## config.mk

```make
export PLATFORM = sky130hd
export DESIGN_NAME = neureka_streamout_scheduler
export DESIGN_NICKNAME = d
export VERILOG_FILES = /design/src/rtl/neureka_streamout_scheduler.sv
export SDC_FILE = /design/constraint.sdc
export NUM_CORES = 1
export LEC_CHECK = 0
export ABC_AREA = 1
export CAP_MARGIN = 20
export CORE_MARGIN = 4
export CORE_UTILIZATION = 49
export DETAILED_ROUTE_END_ITERATION = 10
export PLACE_DENSITY = 0.87
export SETUP_SLACK_MARGIN = 0.4
export SLEW_MARGIN = 5
export SYNTH_ARGS = -nofsm -noshare
export SYNTH_HDL_FRONTEND = slang
export SYNTH_SLANG_ARGS = --single-unit
```

## constraint.sdc

```tcl
create_clock -name clk_i -period 3.1 [get_ports clk_i]
set_input_delay 0.465 -clock clk_i [delete_from_list [all_inputs] [get_ports clk_i]]
set_output_delay 0.465 -clock clk_i [all_outputs]
set_load 0.02 [all_outputs]
```

## src/rtl/neureka_streamout_scheduler.sv

```systemverilog
// Streamout sequencer for the NEUREKA per-PE accumulators: arms the masked PEs, then walks them
// in ascending order counting store beats. Optional stall counter under NEUREKA_STREAMOUT_SCHED_PERF_EN.
module neureka_streamout_scheduler #(
  parameter int NR_PE     = 16,
  parameter int MAX_BEATS = 4,
  parameter int SEL_W     = $clog2(NR_PE),
  parameter int BEAT_W    = $clog2(MAX_BEATS + 1)
) (
  input  logic              clk_i,
  input  logic              rst_i,
  input  logic              clear_i,
  input  logic              start_i,
  input  logic [NR_PE-1:0]  pe_mask_i,
  input  logic [BEAT_W-1:0] nb_beats_i,
  input  logic              out_valid_i,
  input  logic              out_ready_i,
  output logic              goto_streamout_o,
  output logic [NR_PE-1:0]  enable_accumulator_o,
  output logic [SEL_W-1:0]  sel_o,
  output logic [NR_PE-1:0]  sel_onehot_o,
  output logic              last_pe_o,
  output logic              busy_o,
  output logic              done_o,
  output logic [31:0]       perf_stall_o,
  output logic [1:0]        dbg_state_o
);

  // Store handshake: out_valid_i/out_ready_i are only observed; one beat is transferred
  // in every STREAM cycle where both are high. Neither signal reaches an output combinationally.

  typedef enum logic [1:0] {IDLE = 2'd0, ARM = 2'd1, STREAM = 2'd2, DONE = 2'd3} state_t;

  state_t            state_q, state_d;
  logic [NR_PE-1:0]  rem_q, rem_d, en_q, en_d, low_bit, rem_after;
  logic [BEAT_W-1:0] nb_q, nb_d, cnt_q, cnt_d, nb_clamp;
  logic [SEL_W-1:0]  sel;
  logic              hs;

  always_comb begin
    nb_clamp = nb_beats_i;
    if (nb_beats_i == '0) nb_clamp = BEAT_W'(1);
    else if (nb_beats_i > BEAT_W'(MAX_BEATS)) nb_clamp = BEAT_W'(MAX_BEATS);
  end

  // The serialized PE is always the lowest bit still pending in the remaining mask.
  assign low_bit   = rem_q & (~rem_q + NR_PE'(1));
  assign rem_after = rem_q & ~low_bit;

  always_comb begin
    sel = '0;
    for (int i = NR_PE - 1; i >= 0; i--) begin
      if (rem_q[i]) sel = SEL_W'(i);
    end
  end

  assign hs = (state_q == STREAM) & out_valid_i & out_ready_i;

  always_comb begin
    state_d = state_q;
    rem_d   = rem_q;
    en_d    = en_q;
    nb_d    = nb_q;
    cnt_d   = cnt_q;
    if (clear_i) begin
      state_d = IDLE;
      rem_d   = '0;
      en_d    = '0;
      nb_d    = '0;
      cnt_d   = '0;
    end else begin
      case (state_q)
        IDLE: begin
          if (start_i) begin
            if (pe_mask_i != '0) begin
              en_d    = pe_mask_i;
              rem_d   = pe_mask_i;
              nb_d    = nb_clamp;
              cnt_d   = '0;
              state_d = ARM;
            end else begin
              state_d = DONE;
            end
          end
        end
        ARM:    state_d = STREAM;
        STREAM: begin
          if (hs) begin
            if (cnt_q == nb_q - BEAT_W'(1)) begin
              rem_d = rem_after;
              cnt_d = '0;
              if (rem_after == '0) state_d = DONE;
            end else begin
              cnt_d = cnt_q + BEAT_W'(1);
            end
          end
        end
        DONE:    state_d = IDLE;
        default: state_d = IDLE;
      endcase
    end
  end

  always_ff @(posedge clk_i or posedge rst_i) begin
    if (rst_i) begin
      state_q <= IDLE;
      rem_q   <= '0;
      en_q    <= '0;
      nb_q    <= '0;
      cnt_q   <= '0;
    end else begin
      state_q <= state_d;
      rem_q   <= rem_d;
      en_q    <= en_d;
      nb_q    <= nb_d;
      cnt_q   <= cnt_d;
    end
  end

  assign goto_streamout_o     = (state_q == ARM);
  assign enable_accumulator_o = en_q;
  assign sel_o                = sel;
  assign sel_onehot_o         = (state_q == STREAM) ? (NR_PE'(1) << sel) : '0;
  assign last_pe_o            = (state_q == STREAM) & (rem_q != '0) & (rem_after == '0);
  assign busy_o               = (state_q != IDLE);
  assign done_o               = (state_q == DONE);
  assign dbg_state_o          = state_q;

`ifdef NEUREKA_STREAMOUT_SCHED_PERF_EN
  logic [31:0] perf_q;

  always_ff @(posedge clk_i or posedge rst_i) begin
    if (rst_i) begin
      perf_q <= '0;
    end else if (clear_i || (state_q == IDLE && start_i)) begin
      perf_q <= '0;
    end else if (state_q == STREAM && out_valid_i && !out_ready_i && perf_q != '1) begin
      perf_q <= perf_q + 32'd1;
    end
  end

  assign perf_stall_o = perf_q;
`else
  assign perf_stall_o = '0;
`endif

endmodule

```

Word level (Yosys, flattened, before mapping) --
Index checks and enable logic that the tools add are counted.
Operators by class: add/subtract/negate cells 3, $lt $le $gt $ge 1, equality and inequality tests 9, shift-type cells 1, multiplexer cells 44, bitwise operators 8, reductions and logical operators 14
Operators with widths (number):
- 16-bit two-way mux | 8
- 4-bit two-way mux | 16
- 3-bit two-way mux | 11
- 16-bit AND | 2
- 16-bit inverter | 2
- 16-bit case mux with 2 select lines | 1
- 16-bit nonzero test | 2
- 16-bit by 1-bit adder with 16-bit output (second input constant) | 1
- 16-bit zero test | 1
- 1-bit by 4-bit left shift with 16-bit output (first input constant) | 1
- 2-bit two-way mux | 6
- 3-bit != test (second input constant) | 3
- 2-bit case mux with 4 select lines | 1
- 4-bit AND reduction | 2
- 2-bit nonzero test | 4
- 3-bit by 2-bit != test with 1-bit output (second input constant) | 2
- 3-bit case mux with 2 select lines | 1
- 5-bit AND reduction | 1
- 1-bit AND | 4
- 2-bit == test (second input constant) | 2
- 3-bit by 1-bit adder with 3-bit output (second input constant) | 1
- 3-bit == test | 1
- 3-bit > comparator (second input constant) | 1
- 3-bit zero test | 1
- other kinds (5) | 5
Storage, ports and cells: register bits after elaboration 40, input port bits 25, logic and storage cells 85

Longest topological paths before layout --
Gate-level depths: netlist (run 1).
depth in word-level cells 18, depth in mapped cells 18, gate-level depth less buffers 18

Worst setup path before layout (run 1) --
OpenSTA, ideal clock, no wires.
path type register -> output, start register rem_q[2], end output sel_onehot_o[10], arrival time 1821 ps, data required time 2635 ps, setup slack 814 ps, stages on the path, launching flop included 8, cell sequence dfrtp_1 -> nor2_2 -> nand2_2 -> nor2_4 -> inv_2 -> a21oi_1 -> nand2_1 -> nor2_1
On the way: word-level cells in the longest chain between the ends 5
Ends and longest elaborated chain:
- from (decl) | line 34 | logic [NR_PE-1:0] rem_q, rem_d, en_q, en_d, low_bit, rem_after;
- from (signal assigned) | line 112 | rem_q <= rem_d;
- 4-bit two-way mux (3 in a row) | line 52 | if (rem_q[i]) sel = SEL_W'(i);
- via sel_o[3] | line 19 | output logic [SEL_W-1:0] sel_o,
- 1-bit by 4-bit left shift with 16-bit output | line 122 | assign sel_onehot_o = (state_q == STREAM) ? (NR_PE'(1) << sel) : '0;
- 16-bit two-way mux | line 122
- to (decl) | line 20 | output logic [NR_PE-1:0] sel_onehot_o,
The timed path passes the listed nets, and every way through them passes these cells.

Worst setup path in the final report (run 1) --
start register rem_q[2], end output last_pe_o
On the way: word-level cells in the longest chain between the ends 7
Ends and longest elaborated chain:
- 16-bit inverter | line 46 | assign low_bit = rem_q & (~rem_q + NR_PE'(1));
- 16-bit by 1-bit adder with 16-bit output | line 46
- 16-bit AND | line 46
- 16-bit inverter | line 47 | assign rem_after = rem_q & ~low_bit;
- 16-bit AND | line 47
- 16-bit zero test | line 123 | assign last_pe_o = (state_q == STREAM) & (rem_q != '0) & (rem_after == '0);
- 1-bit AND * | line 123
- to (decl) | line 21 | output logic last_pe_o,
Mark *: on every way between the ends. The rest lies on a longest branch, timed or not.

==> results of run 1 <==
## synthesized netlist by cell type (2+ instances only)
library cell / count / area [um^2]
a21oi_1: 14 / 70.1
a31oi_1: 2 / 12.5
buf_2: 4 / 20.0
buf_4: 32 / 240
clkbuf_1: 7 / 26.3
dfrtp_1: 40 / 1000
ha_1: 6 / 75.1
inv_1: 36 / 135
inv_2: 3 / 11.3
nand2_1: 103 / 387
nand2_2: 4 / 25.0
nand3_1: 14 / 70.1
nand4_1: 6 / 37.5
nor2_1: 34 / 128
nor2_2: 3 / 18.8
nor2_4: 2 / 22.5
nor4_1: 4 / 25.0
o21ai_0: 46 / 230
o21ai_1: 10 / 50.1
o31ai_1: 2 / 15.0
or2_2: 3 / 18.8
xnor2_1: 2 / 17.5
## through the flow
step	instance area [um^2]	utilization [%]	power, uW	hold WS [ns]
finish	3430	65.6	3140	0.488
CTS	3430	65.5	3040	0.491
floorplan	2840	-	2100	0.446
global route	3430	65.6	3410	0.511
detailed placement	3340	63.8	2670	0.472
global placement	3340	63.8	2630	0.464
## flip-flops by register name, indices dropped and copies added (netlist names)
register              cells
cnt_q                     3
rem_q                    16
enable_accumulator_o     16
dbg_state_o               2
nb_q                      3
## final cells by class
class                           count  area [um^2]
Clock inverter                      3         18.8
Sequential cell                    40         1000
Multi-Input combinational cell    296         1440
Clock buffer                        5         68.8
Timing Repair Buffer               75          674
Tap cell                           70         87.6
Inverter                           39          146
Fill cell                         462         1800
## logic make-up (layout without fill, tap and decap cells)
family | count (synthesis) | in the layout | share of synthesized area, %
AND/OR/NAND/NOR | 178 | 178 | 28.0
buffers and inverters | 85 | 122 | 16.6
AO/OA/AOI/OAI | 78 | 78 | 15.1
flip-flops | 40 | 40 | 36.7
adder cells (fa/ha/maj) | 6 | 6 | 2.76
XOR/XNOR | 2 | 2 | 0.643
other | 1 | 32 | 0.138
## power by group
| part | total, uW | switching [uW] | internal (uW) |
|---|---|---|---|
| clock | 344 | 187 | 157 |
| sequential | 819 | 134 | 684 |
| combinational | 1980 | 1270 | 706 |
| total | 3140 | 1600 | 1550 |
## layer usage
metal  vias up  part of all wire, %  GRT usage, %
li1       1330                    -             -
met1      1210                   44          29.1
met2       102                   47          33.5
met3        12                  6.9          3.90
met4         0                  1.9          7.68
met5         -                    0             0
## worst max-delay path by stage
stage,startpoint,endpoint,cells past startpoint
3_3_place_gp,rem_q[0],last_pe_o,12
3_5_place_dp,rem_q[2],last_pe_o,10
5_1_grt,rem_q[0],last_pe_o,10
2_1_floorplan,rem_q[2],sel_onehot_o[10],7
6_report,rem_q[2],last_pe_o,12
4_1_cts,rem_q[2],last_pe_o,12
## critical path, cell delays in order, from the launching register on
cell and delay [ns]:
dfrtp_1 0.42, nor2_2 0.18, nand2_2 0.12, nor2_4 0.15, inv_2 0.07, nor2_4 0.13
nand2_2 0.07, o21ai_2 0.13, nand2_1 0.07, nor2_1 0.08, nand3_1 0.11, a211oi_2 0.18
clkbuf_2 0.20
## repair_timing
action                                  4_1_cts  5_1_grt
pin swaps                                     0        8
endpoints found under the setup margin       19       35
gates resized for setup                      31       48
buffers inserted                              1        2
==> metrics.md, run 1 <==
| Metric | Value |
|---|---|
| TritonCTS clock tree | built |
| GR Util All Layers | between 20% and 30% |
| Layout area overhead | 26.0% |
| Initial antenna violation count | 0 |
| Routed via count | approximately 2.7k |
| Crit path max fanout | 4 |
| Gate Count Post-Synth | 390 |
| Unique masters post-synth | 35 |
| Total CTS buffers | 5 |
| Final worst path period share | a little under nine tenths |
| Worst-Skew Late Latency | ~0.3 ns |
| Number of synthesized register bits | 40 |
| Worst path required time | between 2 and 3 ns |
| Most frequent cells in the layout | nand2_1 (98), clkdlybuf4s50_1 (47), o21ai_0 (46) |
| CP endpoint kind | primary output |
| Residual DRC | 0 |
| Hold Path Depth | 2 |
| GP Congestion | 0.898 |
| Max clock buf depth | 2 |
| Final Hold Violating Endpoints | 0 |
| DIE AREA | 6820 um^2 |
| Post-route minimum period | ~2.7 ns |
| Worst Skew | roughly 0.011 ns |
| H-Tree Depth | 2 |
| Hold buffer count at cts | 0 |
| Drt first pass iters | 5 |
| GR Overflow Total | 0 |
| Asr flop ratio synth | 100% |
| Worst flop-to-flop path endpoint | rem_q[13] |
| Setup TNS | 0 ns |
| Dpl ws | around 0.33 ns |
| Worst reg-to-reg path cell count | 11 |
| Setup crit start kind | flop |
| Nets@finish | 488 |
| ANT nets after route | 0 |
| Ant diodes | 0 |
| Sequential area share after synthesis | ~37% |
| WL/cell | 13.4 um |
| Arr. time, crit path | ~2.2 ns |
| Vias in the first global route | between 2k and 2.5k |
| Most common cell after layout, fill and taps aside | nand2_1 |
| Worst min-delay path category | reg -> reg |
| Root buffer cell | clkbuf_8 |
| Cell total after placement | about 520 |
| Io pins | 99 |
| Die X | between 80 and 90 um |
| Finished Layout Cells | ~530 |
| PwrDens | just over 900 nW/um^2 |
| WHS Endpoint | enable_accumulator_o[11] |
| Final WL | 7050 um |
| Setup slack, reg-to-reg | about 0.7 ns |
| Layout cells sized above 1 | about 14% |
| Crit Path Class | reg -> out |
| Clk slew on worst S/H paths | about 0.080 ns |
| Hold path startpoint | enable_accumulator_o[11] |
| Cell Area, Synth | between 2000 and 3000 um^2 |
| Placeable Area | around 5200 um^2 |
| Row cnt | 26 |
| Maximum VDD drop | between 0.5 and 0.6 mV |
| Ys flop type | dfrtp_1 |
| Die H | 82.6 um |
| Clock sinks | 40 |
| Via density | approximately 5.0 |
| Fin. max-slew vios | 0 |
| First-pass GRT wire length | between 10000 and 15000 um |
| Final Worst Setup Slack | 0.430 ns |
| Status | complete, no violations |
| RSZ-0062 raised after global routing | yes |
| R2r startpoint | dbg_state_o[0] |
| Final setup viols | 0 |
| Cell leakage power | roughly 0.0017 uW |
| Largest net degree at the start of global routing | 41 |
| DPL Wire Length | approximately 5400 um |
| Initial Util | 52.0% |
| Port Buf Inserts | between 60 and 70 |
| FMAX | 375 MHz |
| Synth warn | 0 |
| Avg Inst Size Synth | between 6 and 7 um^2 |
| Post-synth EDFFs | 0 |
| Max-cap check violation count | 0 |
| DRT iter0 DRCs | about 240 |
Note: power is estimated with default switching activity, not from simulation.
==> run 2, diff against run 1 <==
--- a/config.mk
+++ b/config.mk
@@ -5,10 +5,9 @@
 export SDC_FILE = /design/constraint.sdc
 export NUM_CORES = 1
 export LEC_CHECK = 0
-export ABC_AREA = 1
 export CAP_MARGIN = 20
 export CORE_MARGIN = 4
-export CORE_UTILIZATION = 49
+export CORE_UTILIZATION = 50
 export DETAILED_ROUTE_END_ITERATION = 10
 export PLACE_DENSITY = 0.87
 export SETUP_SLACK_MARGIN = 0.4
==> run 2 against run 1 <==
  * Hold slack worse by 0.010 ns
  * Utilization up 6.0 points
  * Count of clock-buffer cells in the layout is the same
  * Critical path type unchanged
  * Critical endpoint unchanged
  * Largest cell class unchanged
  * Highest routed layer unchanged
==> metrics.md, run 2 <==
| Metric | Value |
|---|---|
| Final Hold Violating Endpoints | 0 (unchanged) |
| P_int | 2120 uW (+37%) |
| PwrDens | 1030 nW/um^2 (+12%) |
| Port Buf Inserts | 66 (unchanged) |
| Clock sinks | 40 (unchanged) |
| Slew @ Worst Pin | about 0.51 ns |
| Finished Core Util | 71.5% (+6.0 points) |
| Final setup viols | 0 (unchanged) |
| Cell Area, Synth | 2850 um^2 (+4.8%) |
| Residual DRC | 0 (unchanged) |
| GP Congestion | 0.940 (+4.7%) |
| Cell leakage power | 0.00179 uW (+8.4%) |
| Sequential area share after synthesis | 35.1% (-1.7 points) |
| Synth warn | 0 (unchanged) |
| Gate power share | 71.7% (+8.7 points) |
| RSZ-0062 raised after global routing | yes |
| Slowest CP cell | or4_4 |
| Die X | 83.6 um (+1.2%) |
| Row cnt | 27 (+3.8%) |
| WL/cell | 16.7 um (+25%) |
| Hold Path Depth | 2 (unchanged) |
| Initial antenna violation count | 0 (unchanged) |
| Io pins | 99 (unchanged) |
| Total CTS buffers | 5 (unchanged) |
| GR Util All Layers | 21.9% (+0.66 points) |
| ANT nets after route | 0 (unchanged) |
| Root buffer cell | clkbuf_8 |
| Vias in the first global route | 2682 (+11%) |
| Ys flop type | dfrtp_1 |
| Gate Count Post-Synth | 348 (-11%) |
| Die H | 83.6 um (+1.2%) |
| Dpl ws | -0.0725 ns (-0.405 ns) |
| Maximum VDD drop | 0.544 mV (+6.6%) |
| Worst flop-to-flop path endpoint | dbg_state_o[0] |
| Global routing usage on met3 | 3.75% (-0.15 points) |
| Finished Layout Cells | 515 (-2.5%) |
| Status | complete, no violations |
| GR Overflow Total | 0 (unchanged) |
| H-Tree Depth | 2 (unchanged) |
| Reg power frac | 20.0% (-6.1 points) |
| DIE AREA | 6980 um^2 (+2.4%) |
| Worst min-delay path category | reg -> reg |
| DRT iter0 DRCs | 304 (+29%) |
| Hold buffer count at cts | 0 (unchanged) |
| Asr flop ratio synth | 100% (unchanged) |
| Max-cap check violation count | 0 (unchanged) |
| Clk slew on worst S/H paths | 0.08 ns (about the same) |
| Worst reg-to-reg path cell count | 8 (-3) |
| Max clock buf depth | 2 (unchanged) |
| Layout cells sized above 1 | 22.3% (+8.4 points) |
| Via density | 5.82 (+16%) |
| Layout area overhead | 38.0% |
| M2 GR Usage | 40.6% (+7.1 points) |
| Post-route minimum period | 3.00 ns (+0.333 ns) |
| Psw | 1920 uW (+20%) |
| First-pass GRT wire length | 12700 um (+14%) |
| FMAX | 333 MHz (-11%) |
| Ant diodes | 0 (unchanged) |
| Worst-Skew Late Latency | 0.29 ns (about the same) |
| Most frequent cells in the layout | clkdlybuf4s50_1 (46), nand2_1 (40), dfrtp_1 (40), buf_4 (40) |
| Post-synth EDFFs | 0 (unchanged) |
| Final worst path period share | 96.9% (+11 points) |
| Most common cell after layout, fill and taps aside | clkdlybuf4s50_1 |
| Crit Path Class | reg -> out |
| Worst Skew | 0.00706 ns (-0.00374 ns) |
| Post-synth top area share | 35.1% (-1.7 points) |
| Critical path's largest stage delay | 0.55 ns (+0.13 ns) |
| Nets@finish | 474 (-2.9%) |
| Most frequent cells after synthesis | dfrtp_1 (40), nand2_1 (40), o21ai_0 (35) |
| Final Worst Setup Slack | 0.0971 ns (-0.333 ns) |
| Switching Share | 47.4% (-3.4 points) |
| Avg Inst Size Synth | 8.20 um^2 (+17%) |
| R2r startpoint | rem_q[3] |
| Final WL | 8620 um (+22%) |
| Arr. time, crit path | 2.54 ns (+0.33 ns) |
| Cell total after placement | 494 (-4.4%) |
| Top cells by area, synth | dfrtp_1 (35%), buf_4 (8.4%), o21ai_0 (6.1%) |
| Placeable Area | 5510 um^2 (+5.1%) |
| Number of synthesized register bits | 40 (unchanged) |
| Hold path startpoint | enable_accumulator_o[2] |
| Initial Util | 51.8% (-0.18 points) |
| TritonCTS clock tree | built |
| Drt first pass iters | 5 (unchanged) |
| DPL Wire Length | 5880 um (+9.2%) |
| Largest net degree at the start of global routing | 41 (unchanged) |
| GRT Max-Usage Layer | met2 |
| Crit path max fanout | 3 (-1) |
| Setup crit start kind | flop |
| CP Cell Sequence | or4_4 -> or3_4 -> a222oi_1 -> nor3b_4 -> o2111a_2 -> buf_6 |
| WHS Endpoint | enable_accumulator_o[2] |
| Unique masters post-synth | 58 (+66%) |
| Setup slack, reg-to-reg | 0.48 ns (-0.20 ns) |
| CP endpoint kind | primary output |
| Worst path required time | 2.63 ns (about the same) |
| Fin. max-slew vios | 0 (unchanged) |
| Max-slew headroom | about two thirds |
| Setup TNS | 0 ns (unchanged) |
| Routed via count | 2997 (+13%) |
| Synth area leader | dfrtp_1 |
| Grt met1 use | 26.0% (-3.1 points) |
| Clk pwr share | 8.3% (-2.6 points) |
==> run 2: final cells by class <==
type                       count  area (um^2)
clock buffer                   5         68.8
clock inverter                 2         12.5
fill                         420         1570
inverter                      14         52.6
multi-input combinational    274         1760
sequential                    40         1000
tap                           72         90.1
timing repair buffer         108          958
==> run 2: worst max path at each step <==
| stage | startpoint | end | slack, ns | depth (start not counted) |
|---|---|---|---|---|
| floorplan | rem_q[2] | last_pe_o | 0.30 | 7 |
| global placement | rem_q[4] | last_pe_o | -0.03 | 6 |
| detailed placement | rem_q[4] | last_pe_o | -0.07 | 6 |
| CTS | rem_q[4] | last_pe_o | 0.10 | 6 |
| global route | rem_q[0] | last_pe_o | 0.01 | 8 |
| finish | rem_q[3] | last_pe_o | 0.1 | 6 |
==> run 2: routing by layer <==
layer | vias to the layer above | wire length [um]
li1 | 1354 | -
met1 | 1444 | 3340
met2 | 166 | 4480
met3 | 33 | 548
met4 | 0 | 249
met5 | - | 0
==> run 2: logic make-up (layout without fill, tap and decap cells) <==
family	after synthesis	in the layout	share of synthesized area (%)
adders and majority gates	7	7	2.98
AOI/OAI and AO/OA	92	92	21.7
buffers and inverters	65	129	13.3
xor gates and xnor gates	3	3	1.40
other	1	32	0.131
DFF	40	40	35.1
muxes	3	3	1.10
and+or+nand+nor	137	137	24.3
==> run 2: power groups by stage <==
stage               Clock (uW)  Combinational [uW]  Sequential, uW
floorplan                    0                1360             843
global placement             0                2090             798
detailed placement           0                2130             808
CTS                        341                2450             795
global route               364                3070             825
finish                     336                2900             807
==> run 2: metrics by stage <==
step / hold WS (ns) / total power [uW] / area (um^2)
floorplan: 0.450 / 2210 / 2980
global placement: 0.462 / 2890 / 3600
detailed placement: 0.470 / 2940 / 3610
CTS: 0.488 / 3580 / 3760
global route: 0.510 / 4260 / 3940
finish: 0.478 / 4040 / 3940
==> run 2: what timing repair did <==
item	in CTS	in global routing
setup buffers	11	3
endpoints found under the setup margin	19	32
resized for setup	79	52
pin swaps	6	21
==> run 2: critical path, delay by kind of cell, from the launching register on <==
family | cells | cell delay (ns)
compound gates | 2 | 0.55
buf+inv | 1 | 0.11
flops | 1 | 0.38
simple gates | 3 | 1.21
